File: src/rtl/button_sel_counter_if.sv
// Button inputs and debounced/select outputs of button_sel_counter.
// The master side drives the raw buttons; the slave side is the counter.
interface button_sel_counter_if;
    logic       btn_up;
    logic       btn_down;
    logic       up_db;
    logic       down_db;
    logic [2:0] sel;
    logic       sel_changed;

    modport master (
        output btn_up, btn_down,
        input  up_db, down_db, sel, sel_changed
    );

    modport slave (
        input  btn_up, btn_down,
        output up_db, down_db, sel, sel_changed
    );
endinterface

File: src/rtl/button_sel_counter.sv
// 3-bit mux select stepped up/down by two raw push-buttons, each synchronised,
// debounced and rising-edge detected; select wraps or saturates.
module button_sel_counter #(
    parameter int unsigned DB_TICKS = 20,
    parameter int unsigned WRAP     = 1
) (
    input logic                 clk,
    input logic                 reset,
    button_sel_counter_if.slave bus
);

    typedef enum logic [1:0] {
        IDLE_LOW  = 2'd0,
        WAIT_HIGH = 2'd1,
        IDLE_HIGH = 2'd2,
        WAIT_LOW  = 2'd3
    } db_state_t;

    localparam int unsigned    CW       = (DB_TICKS > 1) ? $clog2(DB_TICKS) : 1;
    localparam logic [CW-1:0]  CNT_LAST = CW'(DB_TICKS - 1);

    // Bit 0 is the up button, bit 1 the down button throughout.
    logic [1:0]    raw;
    logic [1:0]    sync1;
    logic [1:0]    btn_s;
    db_state_t     state_q [2];
    db_state_t     state_d [2];
    logic [CW-1:0] cnt_q   [2];
    logic [CW-1:0] cnt_d   [2];
    logic [1:0]    db;
    logic [1:0]    db_q;
    logic [1:0]    press;
    logic [2:0]    sel_q;
    logic [2:0]    sel_d;
    logic          changed_q;
    logic          changed_d;

    assign raw = {bus.btn_down, bus.btn_up};

    always_ff @(posedge clk or posedge reset) begin
        if (reset) begin
            sync1     <= '0;
            btn_s     <= '0;
            db_q      <= '0;
            sel_q     <= '0;
            changed_q <= 1'b0;
            for (int unsigned i = 0; i < 2; i++) begin
                state_q[i] <= IDLE_LOW;
                cnt_q[i]   <= '0;
            end
        end else begin
            sync1     <= raw;
            btn_s     <= sync1;
            db_q      <= db;
            sel_q     <= sel_d;
            changed_q <= changed_d;
            for (int unsigned i = 0; i < 2; i++) begin
                state_q[i] <= state_d[i];
                cnt_q[i]   <= cnt_d[i];
            end
        end
    end

    always_comb begin
        db = '0;
        for (int unsigned i = 0; i < 2; i++) begin
            state_d[i] = state_q[i];
            cnt_d[i]   = cnt_q[i];
            case (state_q[i])
                IDLE_LOW: begin
                    if (btn_s[i]) begin
                        state_d[i] = WAIT_HIGH;
                        cnt_d[i]   = '0;
                    end
                end
                WAIT_HIGH: begin
                    if (!btn_s[i])                state_d[i] = IDLE_LOW;
                    else if (cnt_q[i] == CNT_LAST) state_d[i] = IDLE_HIGH;
                    else                          cnt_d[i]   = cnt_q[i] + CW'(1);
                end
                IDLE_HIGH: begin
                    if (!btn_s[i]) begin
                        state_d[i] = WAIT_LOW;
                        cnt_d[i]   = '0;
                    end
                end
                WAIT_LOW: begin
                    if (btn_s[i])                 state_d[i] = IDLE_HIGH;
                    else if (cnt_q[i] == CNT_LAST) state_d[i] = IDLE_LOW;
                    else                          cnt_d[i]   = cnt_q[i] + CW'(1);
                end
                default: state_d[i] = IDLE_LOW;
            endcase
            db[i] = (state_q[i] == IDLE_HIGH) || (state_q[i] == WAIT_LOW);
        end
    end

    assign press = db & ~db_q;

    // Simultaneous up and down presses cancel; saturation shows up as no change.
    always_comb begin
        sel_d = sel_q;
        case (press)
            2'b01: if (WRAP != 0 || sel_q != 3'd7) sel_d = sel_q + 3'd1;
            2'b10: if (WRAP != 0 || sel_q != 3'd0) sel_d = sel_q - 3'd1;
            default: sel_d = sel_q;
        endcase
        changed_d = (sel_d != sel_q);
    end

    assign bus.up_db       = db[0];
    assign bus.down_db     = db[1];
    assign bus.sel         = sel_q;
    assign bus.sel_changed = changed_q;

endmodule

File: src/flat_wrapper.sv
// flat-port wrapper written by rule: the top's interface ports become plain ports
module button_sel_counter_flat 
#(
    parameter int unsigned DB_TICKS = 20,
    parameter int unsigned WRAP     = 1
)
  (clk, reset, bus_btn_up, bus_btn_down, bus_up_db, bus_down_db, bus_sel, bus_sel_changed);
  button_sel_counter_if bus_i ();
  input logic clk;
  input logic reset;
  input wire logic [$bits(bus_i.btn_up)-1:0] bus_btn_up;
  input wire logic [$bits(bus_i.btn_down)-1:0] bus_btn_down;
  output wire logic [$bits(bus_i.up_db)-1:0] bus_up_db;
  output wire logic [$bits(bus_i.down_db)-1:0] bus_down_db;
  output wire logic [$bits(bus_i.sel)-1:0] bus_sel;
  output wire logic [$bits(bus_i.sel_changed)-1:0] bus_sel_changed;
  assign bus_i.btn_up = bus_btn_up;
  assign bus_i.btn_down = bus_btn_down;
  assign bus_up_db = bus_i.up_db;
  assign bus_down_db = bus_i.down_db;
  assign bus_sel = bus_i.sel;
  assign bus_sel_changed = bus_i.sel_changed;
  button_sel_counter #(.DB_TICKS(DB_TICKS), .WRAP(WRAP)) u_core (.clk(clk), .reset(reset), .bus(bus_i));
endmodule
File: config.mk
export PLATFORM = sky130hd
export DESIGN_NAME = button_sel_counter_flat
export DESIGN_NICKNAME = d
export VERILOG_FILES = /design/src/rtl/button_sel_counter_if.sv /design/src/rtl/button_sel_counter.sv /design/src/flat_wrapper.sv
export SDC_FILE = /design/constraint.sdc
export NUM_CORES = 1
export LEC_CHECK = 0
export CAP_MARGIN = 20
export CORE_AREA = 2 2 51 53
export DETAILED_ROUTE_END_ITERATION = 12
export DIE_AREA = 0 0 53 55
export PLACE_DENSITY = 0.71
export SLEW_MARGIN = 20
export SYNTH_ARGS = -nofsm -noshare
export SYNTH_HDL_FRONTEND = slang
export SYNTH_SLANG_ARGS = --single-unit
File: constraint.sdc
create_clock -name clk -period 1.6 [get_ports clk]
set_input_delay 0.4 -clock clk [delete_from_list [all_inputs] [get_ports clk]]
set_output_delay 0.4 -clock clk [all_outputs]
set_load 0.005 [all_outputs]
==> run summary <==
The run finished with clean final reports. The logs give 0.460 for the initial core utilization and 129 for the final net count. Family with the most delay on the worst path: buffers and inverters.

The register bit total from synthesis was 24; the via-per-instance ratio was 5.12. The proportion of synthesized chip area in sequential cells was 0.552. The tools report the cell area after synthesis as 0.00109 mm². The wire-length estimate of the detail-placed layout is 1.24 mm. In this run the remaining antenna-violating nets after routing total 0.

The run gives 0.00917 ns as the post-place setup slack. In this run the horizontal extent of the chip is 53 µm. The logs give 2 for the largest buffer count on any clock path and 1.20 ns for the required time at the endpoint of the critical path. The final critical path time including I/O delays and setup is 1.55 ns, and the number of buffers created by CTS is 3.

The number of distinct library cells after synthesis is 26, and the die area is 0.00292 mm². For the final estimated routing congestion in global placement, the log shows 0.725. The logs give 0.657 for the sequential fraction of design power and 0 for the number of warnings printed during yosys synthesis. The H-tree level count was 1; the CTS clock-pin slew for the worst setup and hold paths was 0.12 ns.

The kind of start point of the critical path was a register. The first global-routing pass estimated 2.90 mm of wire. TritonCTS built the clock tree.

The total area inside the core boundary comes to 0.00236 mm². The die is 55 µm tall. The synthesized area divided by synthesized cell count is 11.1 µm², and the number of optimization iterations in the first detailed-route pass is 3. After synthesis, the cell types taking the most area are dfrtp_1, nand3_1, xnor2_1. The run gives 0.244 as the clock share of power. The path class of the tightest hold or removal check is register to register.

Setup violations remaining at the end of the flow were counted as 0. The run gives 0.598 mV as the peak supply drop. Clock tree synthesis selected as its root buffer the cell clkbuf_4.

The power share of the combinational group came out at 0.100. Critical path's slowest cell: clkdlybuf4s50_1. Clock tree synthesis found a total of 24 sinks. Compared with the post-synthesis result, the final layout area differs by 21.6%. Across all layers, the routed design uses 763 vias. The run gives 0.560 as the final core utilization.

The later pin in the worst-skew pair is clocked with a latency of 0.30 ns. For the number of inserted diodes, the log shows 0. The ratio of total power to cell area is 767 mW/mm², and the largest driver fanout on the critical path is 1. Traced cell by cell, the critical path runs through clkdlybuf4s50_1. The buffering stage count on the worst path with inverters included works out to 1. Wire length per cell after detailed routing: 11.9 µm. Global-route usage over all layers: 0.142. In this run, post-CTS hold repair placed 0 buffers. In this run the tool buffered the top-level ports with 9 buffer cells. The pin count of the biggest net entering global routing is 17, and the top cell type's share of synthesized area is 0.552. In this run the power spent charging and discharging nets is 238 µW.

The largest stage delay on the critical path came out at 0.49 ns. Count of final hold-check violations: 0. The ratio of final minimum period to clock period came out at 0.969. The via count of the first global-routing pass is 708. Category of the most critical setup path: register to primary output.

In this run the static leakage power is 0.000655 µW. The transition time at the pin with the least slew margin is 0.332 ns. The tools report the top achievable clock speed as 0.645 GHz. Counting every net in the synthesized netlist gives 106.

The logs give 0 for the remaining global-route overflow and 777 µW for the cell-internal power. The tools report the number of remaining DRC errors as 0. The relative slew slack was 0.779; the maximum clock skew at final layout was 0.00655 ns. Aggregate routed wire length: 1.78 mm. STA classifies the critical path endpoint as a primary output.

The arrival time of the worst setup path was 1.15 ns; the synthesized netlist cell count was 98. The share of final-layout standard cells stronger than drive strength 1 was 0.202; the final critical-path setup slack was 0.0501 ns. The number of antenna violations at the first check in global routing was 0. The tools report the total count of max-transition violations in the final report as 0.

In this run the count of I/O pins placed on the die edge is 10. Across the run, the number of max-cap violations was 0. The cell type with the highest aggregate area in the netlist was dfrtp_1. The share of total power consumed by net switching is 0.235.

Number of cell rows: 18. The first routing iteration left 8 violations.
## layout by cell type (no fill, tap or decap)
master | Yosys | routed
ha_2 | 0 | 2
mux2_2 | 2 | 2
nand3b_1 | 1 | 1
nand2b_1 | 1 | 1
o22ai_1 | 1 | 1
nand2_1 | 9 | 9
buf_4 | 0 | 13
a311o_1 | 1 | 1
nand3_1 | 12 | 12
mux2i_1 | 2 | 2
o21ai_0 | 3 | 3
nor2b_1 | 4 | 3
nor4_1 | 2 | 2
dlymetal6s2s_1 | 0 | 2
and2_1 | 1 | 1
clkdlybuf4s50_1 | 0 | 4
nor2b_2 | 0 | 1
a21oi_1 | 3 | 3
inv_1 | 9 | 9
dlygate4sd2_1 | 0 | 3
and4bb_2 | 2 | 2
xnor2_1 | 5 | 5
dfrtp_1 | 24 | 24
ha_1 | 3 | 1
fa_2 | 0 | 1
or4b_1 | 3 | 3
clkbuf_4 | 0 | 3
o31ai_1 | 1 | 1
or3_1 | 3 | 3
o21bai_1 | 1 | 1
## synthesized netlist by cell type
library cell / instances
o21ai_0: 3
mux2_2: 2
and4bb_2: 2
or3_1: 3
nor2b_1: 4
nand3_1: 12
nand3b_1: 1
mux2i_1: 2
a21oi_1: 3
o31ai_1: 1
and2_1: 1
xnor2_1: 5
ha_1: 3
clkbuf_1: 2
nor4_1: 2
buf_6: 1
fa_1: 1
or4b_1: 3
nand2b_1: 1
nand2_1: 9
o22ai_1: 1
inv_1: 9
a311o_1: 1
o21bai_1: 1
buf_2: 1
dfrtp_1: 24
## power by group through the flow
stage          Clock (µW)  Combinational, µW  Sequential [µW]
5_1_grt               290                119              672
3_3_place_gp            0               86.8              679
6_report              247                101              667
2_1_floorplan           0               66.8              670
4_1_cts               263               97.9              668
3_5_place_dp            0               91.2              681
## final cells by class
| type | count | area (µm²) |
|---|---|---|
| fill | 220 | 1040 |
| sequential | 24 | 601 |
| multi-input combinational | 61 | 440 |
| timing repair buffer | 22 | 189 |
| tap | 30 | 37.5 |
| inverter | 9 | 33.8 |
| clock buffer | 3 | 22.5 |
## final timing paths
check | slack (ns) | from | to | cells after the start
min | 0.36 | u_core.sync1[0] | u_core.btn_s[0] | 0
max | 0.05 | u_core.bus.sel_changed | bus_sel_changed | 1
min reg2reg | 0.36 | u_core.sync1[0] | u_core.btn_s[0] | 0
min in group asynchronous | 0.39 | reset | u_core.cnt_q[8] | 3
max in group asynchronous | 1.00 | reset | u_core.sync1[0] | 3
max reg2reg | 0.07 | u_core.cnt_q[1] | u_core.cnt_q[0] | 4
## registers in the layout, summed over array words and instances, names as in the netlist, named ones only
register                flops
u_core.state_q              2
u_core.bus.sel_changed      1
u_core.cnt_q               10
u_core.bus.sel              3
u_core.btn_s                2
u_core.sync1                2
u_core.db_q                 2
## per-layer routing
metal / vias up / part of all wire / GRT usage
li1: 379 / - / -
met1: 374 / 0.43 / 0.160
met2: 8 / 0.53 / 0.250
met3: 2 / 0.026 / 0.0403
met4: 0 / 0.0090 / 0.0641
met5: - / 0 / 0
## cells by family (layout without fill, tap and decap cells)
| family | after synthesis | in the layout | share of synthesized area |
|---|---|---|---|
| buf+inv | 13 | 34 | 0.0529 |
| fa+ha+maj | 4 | 4 | 0.0529 |
| compound gates | 10 | 10 | 0.0563 |
| xor+xnor | 5 | 5 | 0.0402 |
| mux | 4 | 4 | 0.0391 |
| flops | 24 | 24 | 0.552 |
| simple gates | 38 | 38 | 0.207 |
## stage by stage
| stage | TNS [ns] | area [µm²] | hold slack (ns) | cells | power [µW] |
|---|---|---|---|---|---|
| 4_1_cts | 0 | 1280 | 0.363 | 145 | 1030 |
| 3_3_place_gp | 0 | 1240 | 0.332 | 140 | 766 |
| 6_report | 0 | 1320 | 0.363 | 149 | 1020 |
| 5_1_grt | -0.000904 | 1320 | 0.369 | 149 | 1080 |
| 2_1_floorplan | 0 | 1090 | 0.331 | 98 | 737 |
| 3_5_place_dp | 0 | 1240 | 0.336 | 140 | 773 |
## timing repair
item,4_1_cts,5_1_grt
pin swaps,0,2
setup buffers,2,4
resized for setup,3,6
endpoints found under the setup margin,5,5
Note: power is estimated with default switching activity, not from simulation.
